## config.mk

```make
export PLATFORM = sky130hd
export DESIGN_NAME = dvbc_byte_to_symbol
export DESIGN_NICKNAME = d
export VERILOG_FILES = /design/src/rtl/dvbc_pkg.sv /design/src/rtl/dvbc_diff_enc.sv /design/src/rtl/dvbc_byte_to_symbol.sv
export SDC_FILE = /design/constraint.sdc
export NUM_CORES = 1
export LEC_CHECK = 0
export ABC_AREA = 1
export CORE_MARGIN = 3
export CORE_UTILIZATION = 34
export DETAILED_ROUTE_END_ITERATION = 8
export PLACE_DENSITY = 0.5
export SKIP_CTS_REPAIR_TIMING = 1
export SLEW_MARGIN = 20
export SYNTH_ARGS = -nofsm -noshare
export SYNTH_HDL_FRONTEND = slang
export SYNTH_SLANG_ARGS = --single-unit
```

## constraint.sdc

```tcl
create_clock -name clk -period 2.95 [get_ports clk]
set_clock_uncertainty 0.1 [all_clocks]
set_input_delay 0.295 -clock clk [delete_from_list [all_inputs] [get_ports clk]]
set_output_delay 0.295 -clock clk [all_outputs]
set_load 0.02 [all_outputs]
```

## src/rtl/dvbc_pkg.sv

```systemverilog
// Shared DVB-C constants: QAM mode encodings and the mode-to-bits-per-symbol lookup.
// The QAM mapper uses the same definitions.
package dvbc_pkg;

    localparam int QAM_MODE_W = 3;
    localparam int SYM_W      = 8;

    typedef enum logic [QAM_MODE_W-1:0] {
        QAM16  = 3'd0,
        QAM32  = 3'd1,
        QAM64  = 3'd2,
        QAM128 = 3'd3,
        QAM256 = 3'd4
    } qam_mode_e;

    // Codes 5..7 are not defined modes; they fall back to 256-QAM (8 bits).
    function automatic logic [3:0] qam_bits(input logic [QAM_MODE_W-1:0] mode);
        case (mode)
            QAM16:   qam_bits = 4'd4;
            QAM32:   qam_bits = 4'd5;
            QAM64:   qam_bits = 4'd6;
            QAM128:  qam_bits = 4'd7;
            default: qam_bits = 4'd8;
        endcase
    endfunction

endpackage

```

## src/rtl/dvbc_diff_enc.sv

```systemverilog
// Differential encoder for the two symbol MSBs (J.83 Annex A rotation-invariant coding).
// Purely combinational so reference models can instantiate it directly.
module dvbc_diff_enc (
    input  logic i_a,
    input  logic i_b,
    input  logic i_i_prev,
    input  logic i_q_prev,
    output logic o_i_k,
    output logic o_q_k
);

    logic w_x;

    // When A and B differ, the previous I/Q references swap.
    assign w_x   = i_a ^ i_b;
    assign o_i_k = i_a ^ (w_x ? i_q_prev : i_i_prev);
    assign o_q_k = i_b ^ (w_x ? i_i_prev : i_q_prev);

endmodule

```

## src/rtl/dvbc_byte_to_symbol.sv

```systemverilog
// Byte-to-m-tuple converter for DVB-C: packs bytes into a left-aligned bit buffer and
// emits differentially encoded m-bit symbols through a one-entry output register.
module dvbc_byte_to_symbol
    import dvbc_pkg::*;
#(
    parameter int BUF_W  = 15,
    parameter int MODE_W = QAM_MODE_W
) (
    input  logic              clk,
    input  logic              rst_n,
    input  logic [MODE_W-1:0] qam_mode_i,
    input  logic [7:0]        byte_i,
    input  logic              byte_valid_i,
    output logic              byte_ready_o,
    output logic [SYM_W-1:0]  sym_o,
    output logic              sym_valid_o,
    input  logic              sym_ready_i
);

    // Handshakes: a transfer happens on a rising edge where valid and ready are both high.
    // byte_ready_o depends only on registered state; a held symbol stays stable until taken.

    logic [BUF_W-1:0]  r_buf;
    logic [3:0]        r_cnt;
    logic [MODE_W-1:0] r_mode;
    logic [SYM_W-1:0]  r_sym;
    logic              r_sym_valid;
    logic              r_i_prev;
    logic              r_q_prev;

    logic [3:0]        w_m;
    logic              w_accept;
    logic              w_pop;
    logic [SYM_W-1:0]  w_raw;
    logic [2:0]        w_msb_idx;
    logic [2:0]        w_lsb_idx;
    logic              w_i_k;
    logic              w_q_k;
    logic [SYM_W-1:0]  w_sym_enc;
    logic [3:0]        w_cnt_after_pop;
    logic [BUF_W-1:0]  w_buf_after_pop;
    logic [BUF_W-1:0]  w_byte_aligned;
    logic [BUF_W-1:0]  w_buf_next;
    logic [3:0]        w_cnt_next;

    assign w_m          = qam_bits(r_mode);
    assign byte_ready_o = (r_cnt <= 4'd7);
    assign w_accept     = byte_valid_i & byte_ready_o;
    assign w_pop        = (r_cnt >= w_m) & (~r_sym_valid | sym_ready_i);

    // The oldest m bits sit at the top of the buffer; right-align them.
    assign w_raw     = r_buf[BUF_W-1 -: SYM_W] >> (4'd8 - w_m);
    assign w_msb_idx = 3'(w_m - 4'd1);
    assign w_lsb_idx = 3'(w_m - 4'd2);

    dvbc_diff_enc u_diff_enc (
        .i_a      (w_raw[w_msb_idx]),
        .i_b      (w_raw[w_lsb_idx]),
        .i_i_prev (r_i_prev),
        .i_q_prev (r_q_prev),
        .o_i_k    (w_i_k),
        .o_q_k    (w_q_k)
    );

    always_comb begin
        w_sym_enc            = w_raw;
        w_sym_enc[w_msb_idx] = w_i_k;
        w_sym_enc[w_lsb_idx] = w_q_k;
    end

    // Pop first, then append the new byte directly behind whatever bits remain.
    assign w_cnt_after_pop = w_pop ? (r_cnt - w_m) : r_cnt;
    assign w_buf_after_pop = w_pop ? (r_buf << w_m) : r_buf;
    assign w_byte_aligned  = {byte_i, {(BUF_W-8){1'b0}}} >> w_cnt_after_pop;
    assign w_buf_next      = w_accept ? (w_buf_after_pop | w_byte_aligned) : w_buf_after_pop;
    assign w_cnt_next      = w_cnt_after_pop + (w_accept ? 4'd8 : 4'd0);

    always_ff @(posedge clk) begin
        if (!rst_n) begin
            r_buf       <= '0;
            r_cnt       <= '0;
            r_mode      <= MODE_W'(QAM256);
            r_sym       <= '0;
            r_sym_valid <= 1'b0;
            r_i_prev    <= 1'b0;
            r_q_prev    <= 1'b0;
        end else begin
            r_buf <= w_buf_next;
            r_cnt <= w_cnt_next;
            // Mode only changes on a symbol boundary, i.e. when the buffer is empty.
            if (w_accept && (r_cnt == 4'd0)) begin
                r_mode <= qam_mode_i;
            end
            if (w_pop) begin
                r_sym       <= w_sym_enc;
                r_sym_valid <= 1'b1;
                r_i_prev    <= w_i_k;
                r_q_prev    <= w_q_k;
            end else if (sym_ready_i) begin
                r_sym_valid <= 1'b0;
            end
        end
    end

    assign sym_o       = r_sym;
    assign sym_valid_o = r_sym_valid;

endmodule
```

==> results of run 1 <==
## logic make-up (layout without fill, tap and decap cells)
logic type	Yosys count	count (layout)	share of synthesized area [%]
AO/OA/AOI/OAI	90	90	19.6
XOR/XNOR	2	2	0.649
adder cells (fa/ha/maj)	6	6	3.06
buffers and inverters	71	119	10.8
flip-flops	33	33	24.5
multiplexers	2	2	0.741
AND/OR/NAND/NOR	248	248	40.7
## layout make-up
cell class                      instances  area, sq um
Fill cell                             760         3950
Tap cell                               99          124
Inverter                               56          221
Clock buffer                            7         86.3
Multi-Input combinational cell        348         1930
Timing Repair Buffer                   56          507
Sequential cell                        33          667
## cell usage after synthesis, drive strengths merged, types with 3 or more instances
master    n
nand3    54
a21oi    28
ha        5
a31oi     7
buf       6
nand2   151
o22ai     3
or2       4
clkbuf    9
o211ai    4
inv      55
o21ai    41
dfxtp    33
nor2     34
## worst min-delay path by stage
stage               cells past startpoint  slack (ps)     start   endpoint
detailed placement                      2         360  sym_o[1]   sym_o[1]
global placement                        2         360  sym_o[1]   sym_o[1]
CTS                                     2         370  sym_o[1]   sym_o[1]
floorplan                               1         290     rst_n  r_mode[2]
finish                                  2         370  sym_o[1]   sym_o[1]
global route                            2         400  sym_o[7]   sym_o[7]
## through the flow
stage | setup WS (ps) | hold slack, ps
detailed placement | -65.3 | 360
floorplan | 27.9 | 294
global placement | -13.0 | 355
finish | 190 | 370
CTS | -80.8 | 373
global route | -37.8 | 400
## report_power, final
group	switching, mW	internal, mW	total [mW]
clock network	0.169	0.185	0.355
logic	2.12	1.29	3.41
registers	0.103	0.598	0.701
total	2.39	2.08	4.47
## critical path, delay by kind of cell, from the launching register on
family	cells	cell delay (ps)
AND/OR/NAND/NOR	7	820
AO/OA/AOI/OAI	4	570
adder cells (fa/ha/maj)	2	520
buffers and inverters	4	350
flip-flops	1	330
## per-layer routing
metal	up-vias	share of wire, %
met1	1410	52
met2	88	42
met3	2	5.5
li1	1579	-
met4	0	0.35
met5	-	0
## state kept, by name, indices dropped and copies added, names as in the netlist
signal       count
r_i_prev         1
r_q_prev         1
sym_valid_o      1
r_mode           3
r_buf           15
sym_o            8
r_cnt            4
==> impl_metrics.csv, run 1 <==
group,metric,value,unit
sta,finalHoldViolations,0,
logic_synthesis,ys_ff_latch,33,
cts,cts_tree,"done",
cts,htreeDepth,2,
worst_setup_path,crit_path_start_kind,"flop",
worst_setup_path,crit_top_cell,"nand2_1",
grt,grt_pass1_wl,13700,um
grt,groute.usage.overall,19.2,%
sta,period_minus_slack,2760,ps
logic_synthesis,ys_types,40,
logic_synthesis,synth.cell_area,2700,sq um
worst_setup_path,crit_chain,"inv_1 > ha_4 > inv_2 > fa_2 > nand2_1 > nand2_1 > o21ai_2 > nand2_2 > nand2_4 > inv_4 > or2_4 > o21ai_4 > inv_4 > nor2_4 > nand2_1 > a31o_1 > a21oi_2",
route,wire_per_inst,14.4,um
grt,grt-busiest-layer,"met1",
pwr,total_power,4.47,mW
grt,met1_usage,29.5,%
worst_setup_path,reg2reg_depth,17,
route,ant_nets,0,
placed_design,gp_congestion,0.945,
worst_setup_path,slowest_stage,"fa_2",
worst_setup_path,cp.required,3060,ps
pwr,ir_drop,0.463,mV
route,drcViolationCount,0,
logic_synthesis,yosysTopAreaCellShare,24.5,%
cells_and_area,num_antenna_cells,0,
cells_and_area,syn_to_final_growth,30.8,%
grt,grt_pass1_vias,2793,
grt,grt_overflow,0,
sta,timing.final.crit_share,93.6,%
route,first_pass_iters,5,
cells_and_area,final_common_cell,"nand2_1",
grt,grt_antenna_before_repair,0,
placed_design,placed_cell_area,3180,sq um
cells_and_area,layout-drive-gt1-share,24.0,%
floorplanning,ios,25,
logic_synthesis,synth_edf_count,0,
cts,cts_root_buffer,"clkbuf_8",
logic_synthesis,yosysWarnings,0,
floorplanning,die-height,95.1,um
worst_setup_path,crit_type,"flop to flop",
logic_synthesis,postSynthCellCount,452,
worst_setup_path,slowest_delay,360,ps
grt,grt_start_max_net_pins,29,
cts,clockBufferDepth,2,
floorplanning,core,7490,sq um
route,drt_iter0_drc,242,
cts,clkSlewWorstSetupHoldPaths,80,ps
worst_setup_path,arrival,2870,ps
logic_synthesis,yosysSeqAreaShare,24.5,%
floorplanning,fp.dieArea,9050,sq um
sta,drv_slew,0,
grt,met3_usage,2.37,%
pwr,p_per_area,1260,nW/um^2
sta,fmax,362,MHz
logic_synthesis,syn_area_per_cell,5.98,sq um
worst_setup_path,timing.rr.start,"r_cnt[0]",
placed_design,place_inst,585,
worst_setup_path,crit_fanout,8,
floorplanning,rows,31,
cells_and_area,stdcell_area,3530,sq um
sta,relSlewSlack,60.1,%
status,status,"completed",
logic_synthesis,synth_flop_cell,"dfxtp_1",
sta,worst_pin_slew,597,ps
route,num_vias,3079,
worst_setup_path,endpoint_kind,"flop",
logic_synthesis,async_reset_ff_share,0,%
sta,fin_tns_setup,0,ps
worst_setup_path,cp-startpoint,"r_cnt[0]",
run,maxCapViolations,0,
grt,grtUsageMet2,28.4,%
cells_and_area,fin_cells,599,
floorplanning,initial_core_util,36.1,%
logic_synthesis,synth_area_leaders,"dfxtp_1 24%, nand2_1 19%, nand3_1 9.1%",
cts,cts.sink_count,33,
cells_and_area,layout.nets,521,
cts,cts_inserted_buffers,5,
sta,setup-violations-final,0,
cts,clk_latency,280,ps
worst_setup_path,setup.worst_path.end,"r_buf[4]",
cells_and_area,post-route-util,47.2,%
cells_and_area,layout_common_cells,"133 x nand2_1, 43 x inv_1, 42 x nand3_1",
pwr,p_leak,1.56,nW
worst_setup_path,r2r_setup_slack,190,ps
route,drt-total-wl,8610,um
placed_design,hpwl,6270,um
logic_synthesis,synth_top_area_cell,"dfxtp_1",
worst_setup_path,r2r_end,"r_buf[4]",
route,via_per_inst,5.14,
floorplanning,die_w,95.1,um
logic_synthesis,syn_nets,473,
placed_design,io_buffers,24,
hold_path,hold_path.class,"flop to flop",
Note: power is estimated with default switching activity, not from simulation.
==> inputs of run 2 (changes only) <==
- CORE_ASPECT_RATIO: not set -> 1.5
==> run 2 against run 1 <==
Against the previous run:
- worst hold slack got worse by 4.8 ps
- routed wire length grew 3.3%
- sequential power about the same
- critical path type unchanged
- flip-flop and latch count unchanged
- design area is 0.64% higher
- register-to-register slack hardly changed
- maximum frequency is 0.18% lower
==> impl_metrics.csv, run 2 (synthesis gave the netlist of run 1 again) <==
group,metric,value,unit
worst_setup_path,slowest_delay,360,ps
route,via_per_inst,5.16,
floorplanning,rows,39,
grt,grt_antenna_before_repair,0,
sta,fin_ws,184,ps
cells_and_area,layout_common_cells,"133 x nand2_1, 45 x inv_1, 43 x nand3_1",
pwr,p_per_area,1260,nW/um^2
floorplanning,die-height,115,um
grt,grt_pass1_vias,2955,
worst_setup_path,endpoint_kind,"flop",
cells_and_area,layout.nets,523,
cts,clockBufferDepth,2,
cells_and_area,num_antenna_cells,0,
floorplanning,core,7660,sq um
grt,groute.usage.overall,19.7,%
placed_design,gp_congestion,0.940,
pwr,pwr-share-clk,11.6,%
pwr,p_sw_share,52.3,%
worst_setup_path,cp_num_buf_inv,5,
sta,timing.final.crit_share,93.7,%
cells_and_area,syn_to_final_growth,31.7,%
worst_setup_path,slowest_stage,"dfxtp_4",
hold_path,min-delay-start,"sym_o[1]",
pwr,p_comb_share,72.8,%
floorplanning,die_w,78.8,um
route,ant_nets,0,
grt,grt_overflow,0,
sta,period_minus_slack,2770,ps
route,drt-total-wl,8900,um
cells_and_area,stdcell_area,3560,sq um
run,maxCapViolations,0,
floorplanning,initial_core_util,35.3,%
route,drt_iter0_drc,113,
cells_and_area,final_common_cell,"nand2_1",
cells_and_area,largest_reg_flops,15,
status,status,"completed",
cells_and_area,area.sequential,666,sq um
route,first_pass_iters,4,
worst_setup_path,cp.required,3070,ps
worst_setup_path,crit_path_start_kind,"flop",
cts,clk_latency,290,ps
floorplanning,ios,25,
placed_design,placed_cell_area,3170,sq um
cells_and_area,layout-drive-gt1-share,22.5,%
cts,htreeDepth,2,
cts,cts_root_buffer,"clkbuf_16",
pwr,power.switching,2.34,mW
cells_and_area,fillCellCount,848,
pwr,internal-power,2.14,mW
sta,fin_tns_setup,0,ps
hold_path,holdPathEnd,"sym_o[1]",
sta,drv_slew,0,
sta,worst_pin_slew,591,ps
placed_design,place_ws,-21.7,ps
worst_setup_path,reg2reg_depth,23,
cts,cts.sink_count,33,
placed_design,hpwl,6720,um
worst_setup_path,timing.rr.start,"r_mode[2]",
pwr,ir_drop,0.714,mV
route,num_vias,3119,
worst_setup_path,r2r_setup_slack,180,ps
placed_design,io_buffers,24,
floorplanning,fp.dieArea,9070,sq um
cells_and_area,multiInputGateArea,1880,sq um
hold_path,hold_path.class,"flop to flop",
route,drcViolationCount,0,
placed_design,place_inst,586,
worst_setup_path,crit_type,"flop to flop",
worst_setup_path,r2r_end,"r_buf[2]",
pwr,p_leak,1.57,nW
hold_path,worstHoldPathCells,2,
pwr,p_seq_share,15.6,%
cts,cts_inserted_buffers,5,
cts,cts_tree,"done",
worst_setup_path,crit_fanout,6,
cells_and_area,post-route-util,46.4,%
route,wire_per_inst,14.7,um
worst_setup_path,crit_chain,"inv_4 > nand2_4 > inv_4 > ha_4 > inv_2 > fa_2 > nand2_1 > nand2_1 > o21ai_1 > nand2_1 > nand2_4 > nand2_1 > o21ai_2 > buf_6 > buf_4 > nand2_1 > nand3_1 > nand2_2 > nand2_2 > nand3_2 > o31ai_2 > nand2_1 > a21oi_2",
worst_setup_path,crit_top_cell,"nand2_1",
sta,relSlewSlack,60.3,%
sta,setup-violations-final,0,
worst_setup_path,arrival,2880,ps
grt,grt_start_max_net_pins,29,
cells_and_area,regMostFlops,"r_buf",
cells_and_area,fin_cells,605,
worst_setup_path,critical_path.top_delay_family,"simple AND/OR/NAND/NOR gates",
sta,fmax,362,MHz
cts,clkSlewWorstSetupHoldPaths,60,ps
grt,grt_pass1_wl,13800,um
sta,finalHoldViolations,0,
[run 2: cell type report]
type | count | area share, %
multi-input cells | 348 | 52.9
flip-flops and latches | 33 | 18.7
repair buffers | 57 | 14.4
inverters | 56 | 6.19
well taps | 102 | 3.59
clock buffers | 5 | 3.52
clock inverters | 3 | 0.492
repair inverters | 1 | 0.211
[run 2: worst max-delay path by stage]
stage | endpoint | cells past startpoint | from | slack (ps)
finish | r_buf[2] | 23 | r_mode[2] | 180
floorplan | r_buf[4] | 20 | r_mode[2] | 30
detailed placement | sym_o[0] | 18 | r_mode[2] | -20
global route | r_buf[2] | 23 | r_mode[2] | -20
global placement | sym_o[0] | 18 | r_mode[2] | -20
CTS | r_buf[12] | 18 | r_mode[2] | -30
[run 2: stage by stage]
step / hold WS [ps] / power [mW]
6_report: 365 / 4.48
5_1_grt: 397 / 4.87
4_1_cts: 367 / 4.06
3_5_place_dp: 358 / 3.53
3_3_place_gp: 354 / 3.53
2_1_floorplan: 294 / 2.70
[run 2: power by group through the flow]
| stage | Sequential [mW] | Clock, mW | Combinational, mW |
|---|---|---|---|
| after CTS | 0.693 | 0.528 | 2.84 |
| after detailed placement | 0.702 | 0 | 2.83 |
| after global routing | 0.715 | 0.544 | 3.61 |
| final | 0.699 | 0.518 | 3.26 |
| after global placement | 0.700 | 0 | 2.83 |
| after floorplan | 0.741 | 0 | 1.96 |
[run 2: per-layer routing]
| layer | GRT usage [%] | up-vias | part of all wire, % |
|---|---|---|---|
| met3 | 2.90 | 22 | 2.9 |
| li1 | - | 1589 | - |
| met4 | 8.17 | 0 | 3.9 |
| met2 | 40.3 | 76 | 56 |
| met5 | 0 | - | 0 |
| met1 | 19.1 | 1432 | 37 |
[run 2: tightest hold or removal path, delay by kind of cell, from the launching register on]
kind	cells	cell delay [ps]
compound gates	1	50
simple gates	1	60
flops	1	310
==> inputs of run 3 (changes only) <==
- ABC_AREA: 1 -> 0
- CORE_ASPECT_RATIO: 1.5 -> 1.1
==> run 3 against run 2 <==
Against the previous run:
- power is 12% lower
- non-clock buffer count is 21 higher
- die area is 1.7% lower
- routed wire length is 0.49% higher
- sequential share of layout area is 1.2 points lower
- clock-buffer cell count is 2 higher
- synthesized cell count is 22% lower
- highest routed layer unchanged
- largest power group unchanged
==> impl_metrics.csv, run 3 <==
group,metric,value,unit
status,status,"completed",
cts,clockBufferDepth,2,
logic_synthesis,yosys-top-cells-count,"36 x nand2_1, 33 x dfxtp_1, 30 x nor2_1, 29 x a21oi_1, 29 x mux2i_1",
logic_synthesis,ys_ff_latch,33,
sta,worst_pin_slew,655,ps
worst_setup_path,crit_type,"flop to flop",
logic_synthesis,syn_nets,373,
pwr,p_leak,1.42,nW
route,wire_per_inst,17.3,um
logic_synthesis,async_reset_ff_share,0,%
cells_and_area,fillCellCount,740,
floorplanning,initial_core_util,35.4,%
worst_setup_path,crit_fanout,6,
grt,grt_pass1_wl,13800,um
grt,groute.usage.overall,19.5,%
logic_synthesis,yosysSeqAreaShare,24.9,%
floorplanning,rows,33,
placed_design,gp_congestion,0.893,
grt,grt_antenna_before_repair,0,
route,num_vias,2903,
cts,htreeDepth,2,
worst_setup_path,endpoint_kind,"flop",
sta,setup-violations-final,0,
cells_and_area,final_common_cell,"buf_4",
cells_and_area,layout_common_cells,"46 x buf_4, 35 x nand2_1, 31 x dfxtp_1",
logic_synthesis,synth_area_leaders,"dfxtp_1 25%, mux2i_1 11%, a21oi_1 5.5%",
route,highest_layer,"met4",
cells_and_area,largest_reg_flops,15,
sta,fmax,350,MHz
placed_design,io_buffers,24,
floorplanning,core,7510,sq um
logic_synthesis,synth_edf_count,0,
logic_synthesis,syn_area_per_cell,7.55,sq um
worst_setup_path,crit_path_start_kind,"flop",
floorplanning,ios,25,
route,ant_nets,0,
cts,clkSlewWorstSetupHoldPaths,80,ps
cts,clk_latency,290,ps
worst_setup_path,r2r_end,"sym_o[6]",
route,wl_met3,302,um
logic_synthesis,ys_types,54,
grt,grt_start_max_net_pins,33,
logic_synthesis,synth.cell_area,2660,sq um
worst_setup_path,timing.rr.start,"r_mode[0]",
worst_setup_path,arrival,3000,ps
worst_setup_path,reg2reg_depth,13,
floorplanning,fp.dieArea,8910,sq um
hold_path,holdPathEnd,"sym_valid_o",
cells_and_area,post-route-util,50.6,%
cts,cts_root_buffer,"clkbuf_8",
route,drt_iter0_drc,153,
cts,cts.sink_count,33,
logic_synthesis,synth_flop_cell,"dfxtp_1",
cts,cts_tree,"done",
pwr,ir_drop,0.389,mV
cells_and_area,num_antenna_cells,0,
logic_synthesis,yosysTopAreaCellShare,24.9,%
hold_path,worstHoldPathCells,2,
sta,finalHoldViolations,0,
floorplanning,die_w,90.3,um
cts,cts_inserted_buffers,5,
route,wl_met1,3980,um
grt,grt_overflow,0,
logic_synthesis,synth_top_area_cell,"dfxtp_1",
logic_synthesis,postSynthCellCount,352,
sta,drv_slew,0,
route,via_per_inst,5.62,
route,drcViolationCount,0,
worst_setup_path,cp.required,3090,ps
grt,grt_pass1_vias,2717,
hold_path,hold_path.class,"flop to flop",
cells_and_area,regMostFlops,"r_buf",
logic_synthesis,yosysMostFrequentCell,"nand2_1",
worst_setup_path,r2r_setup_slack,90,ps
pwr,p_per_area,1040,nW/um^2
hold_path,min-delay-start,"sym_valid_o",
cells_and_area,syn_to_final_growth,43.1,%
cells_and_area,layout-drive-gt1-share,28.2,%
floorplanning,die-height,98.7,um
cells_and_area,layout.nets,432,
route,wl_met2,4420,um
run,maxCapViolations,0,
route,first_pass_iters,4,
sta,period_minus_slack,2860,ps
sta,rsz0062_at_grt,"yes",
sta,timing.final.crit_share,96.9,%
logic_synthesis,yosysWarnings,0,
sta,relSlewSlack,56.0,%
sta,whs,403,ps
route,drt-total-wl,8940,um
placed_design,hpwl,6410,um
==> run 3: kinds of logic (layout without fill, tap and decap cells) <==
logic type      Yosys count  after routing  synth area share, %
mux                      33             33                 13.5
flops                    33             33                 24.9
xor+xnor                  4              4                 1.32
buf+inv                  39             99                 5.98
simple gates            118            118                 20.9
fa+ha+maj                 6              6                 3.11
compound gates          119            119                 30.4
==> run 3: per-stage QoR <==
stage	setup WS, ps	std cells	setup TNS, ps	total power [mW]	instance area [sq um]
after global placement	-46.1	496	-46.1	3.15	3330
after global routing	-60.9	517	-334	4.25	3800
after detailed placement	-62.9	496	-158	3.15	3330
after CTS	-96.5	504	-301	3.63	3440
final	90.9	517	0	3.96	3800
after floorplan	-18.3	352	-29.7	2.40	2810
==> run 3: worst max-delay path by stage <==
stage / start / to / slack [ps] / cells past startpoint
after global routing: r_mode[0] / sym_o[5] / -60 / 14
after floorplan: r_mode[2] / r_buf[1] / -20 / 12
after detailed placement: r_mode[2] / r_buf[0] / -60 / 12
after CTS: r_mode[0] / r_buf[0] / -100 / 13
after global placement: r_mode[0] / r_buf[0] / -50 / 13
final: r_mode[0] / sym_o[6] / 90 / 13
==> run 3: area by class of cell <==
class	instances	area [sq um]	area share [%]
timing repair buffer	78	678	17.8
inverter	13	51.3	1.35
clock inverter	1	30.0	0.790
clock buffer	7	86.3	2.27
multi-input combinational	280	2160	56.8
tap	105	131	3.46
sequential	33	666	17.5
==> run 3: critical path, stage by stage (launching register included) <==
cell,delay (ps)
dfxtp_2,350
inv_4,40
nor2_4,140
inv_2,70
ha_4,180
nor2b_4,130
a221oi_2,340
a211oi_2,140
a2111oi_4,420
buf_4,190
nor3_4,40
o32ai_4,220
a311o_1,250
o2111a_1,170
==> run 3: routing by layer <==
layer	up-vias	GRT usage, %
met3	16	3.51
met1	1378	24.6
li1	1432	-
met4	0	8.36
met2	77	32.8
met5	-	0
==> run 3: power by group <==
group / internal, mW / switching [mW] / total (mW) / leakage (nW)
logic: 1.23 / 1.48 / 2.71 / 1.09
clock network: 0.276 / 0.184 / 0.460 / 0.0585
registers: 0.601 / 0.190 / 0.791 / 0.271
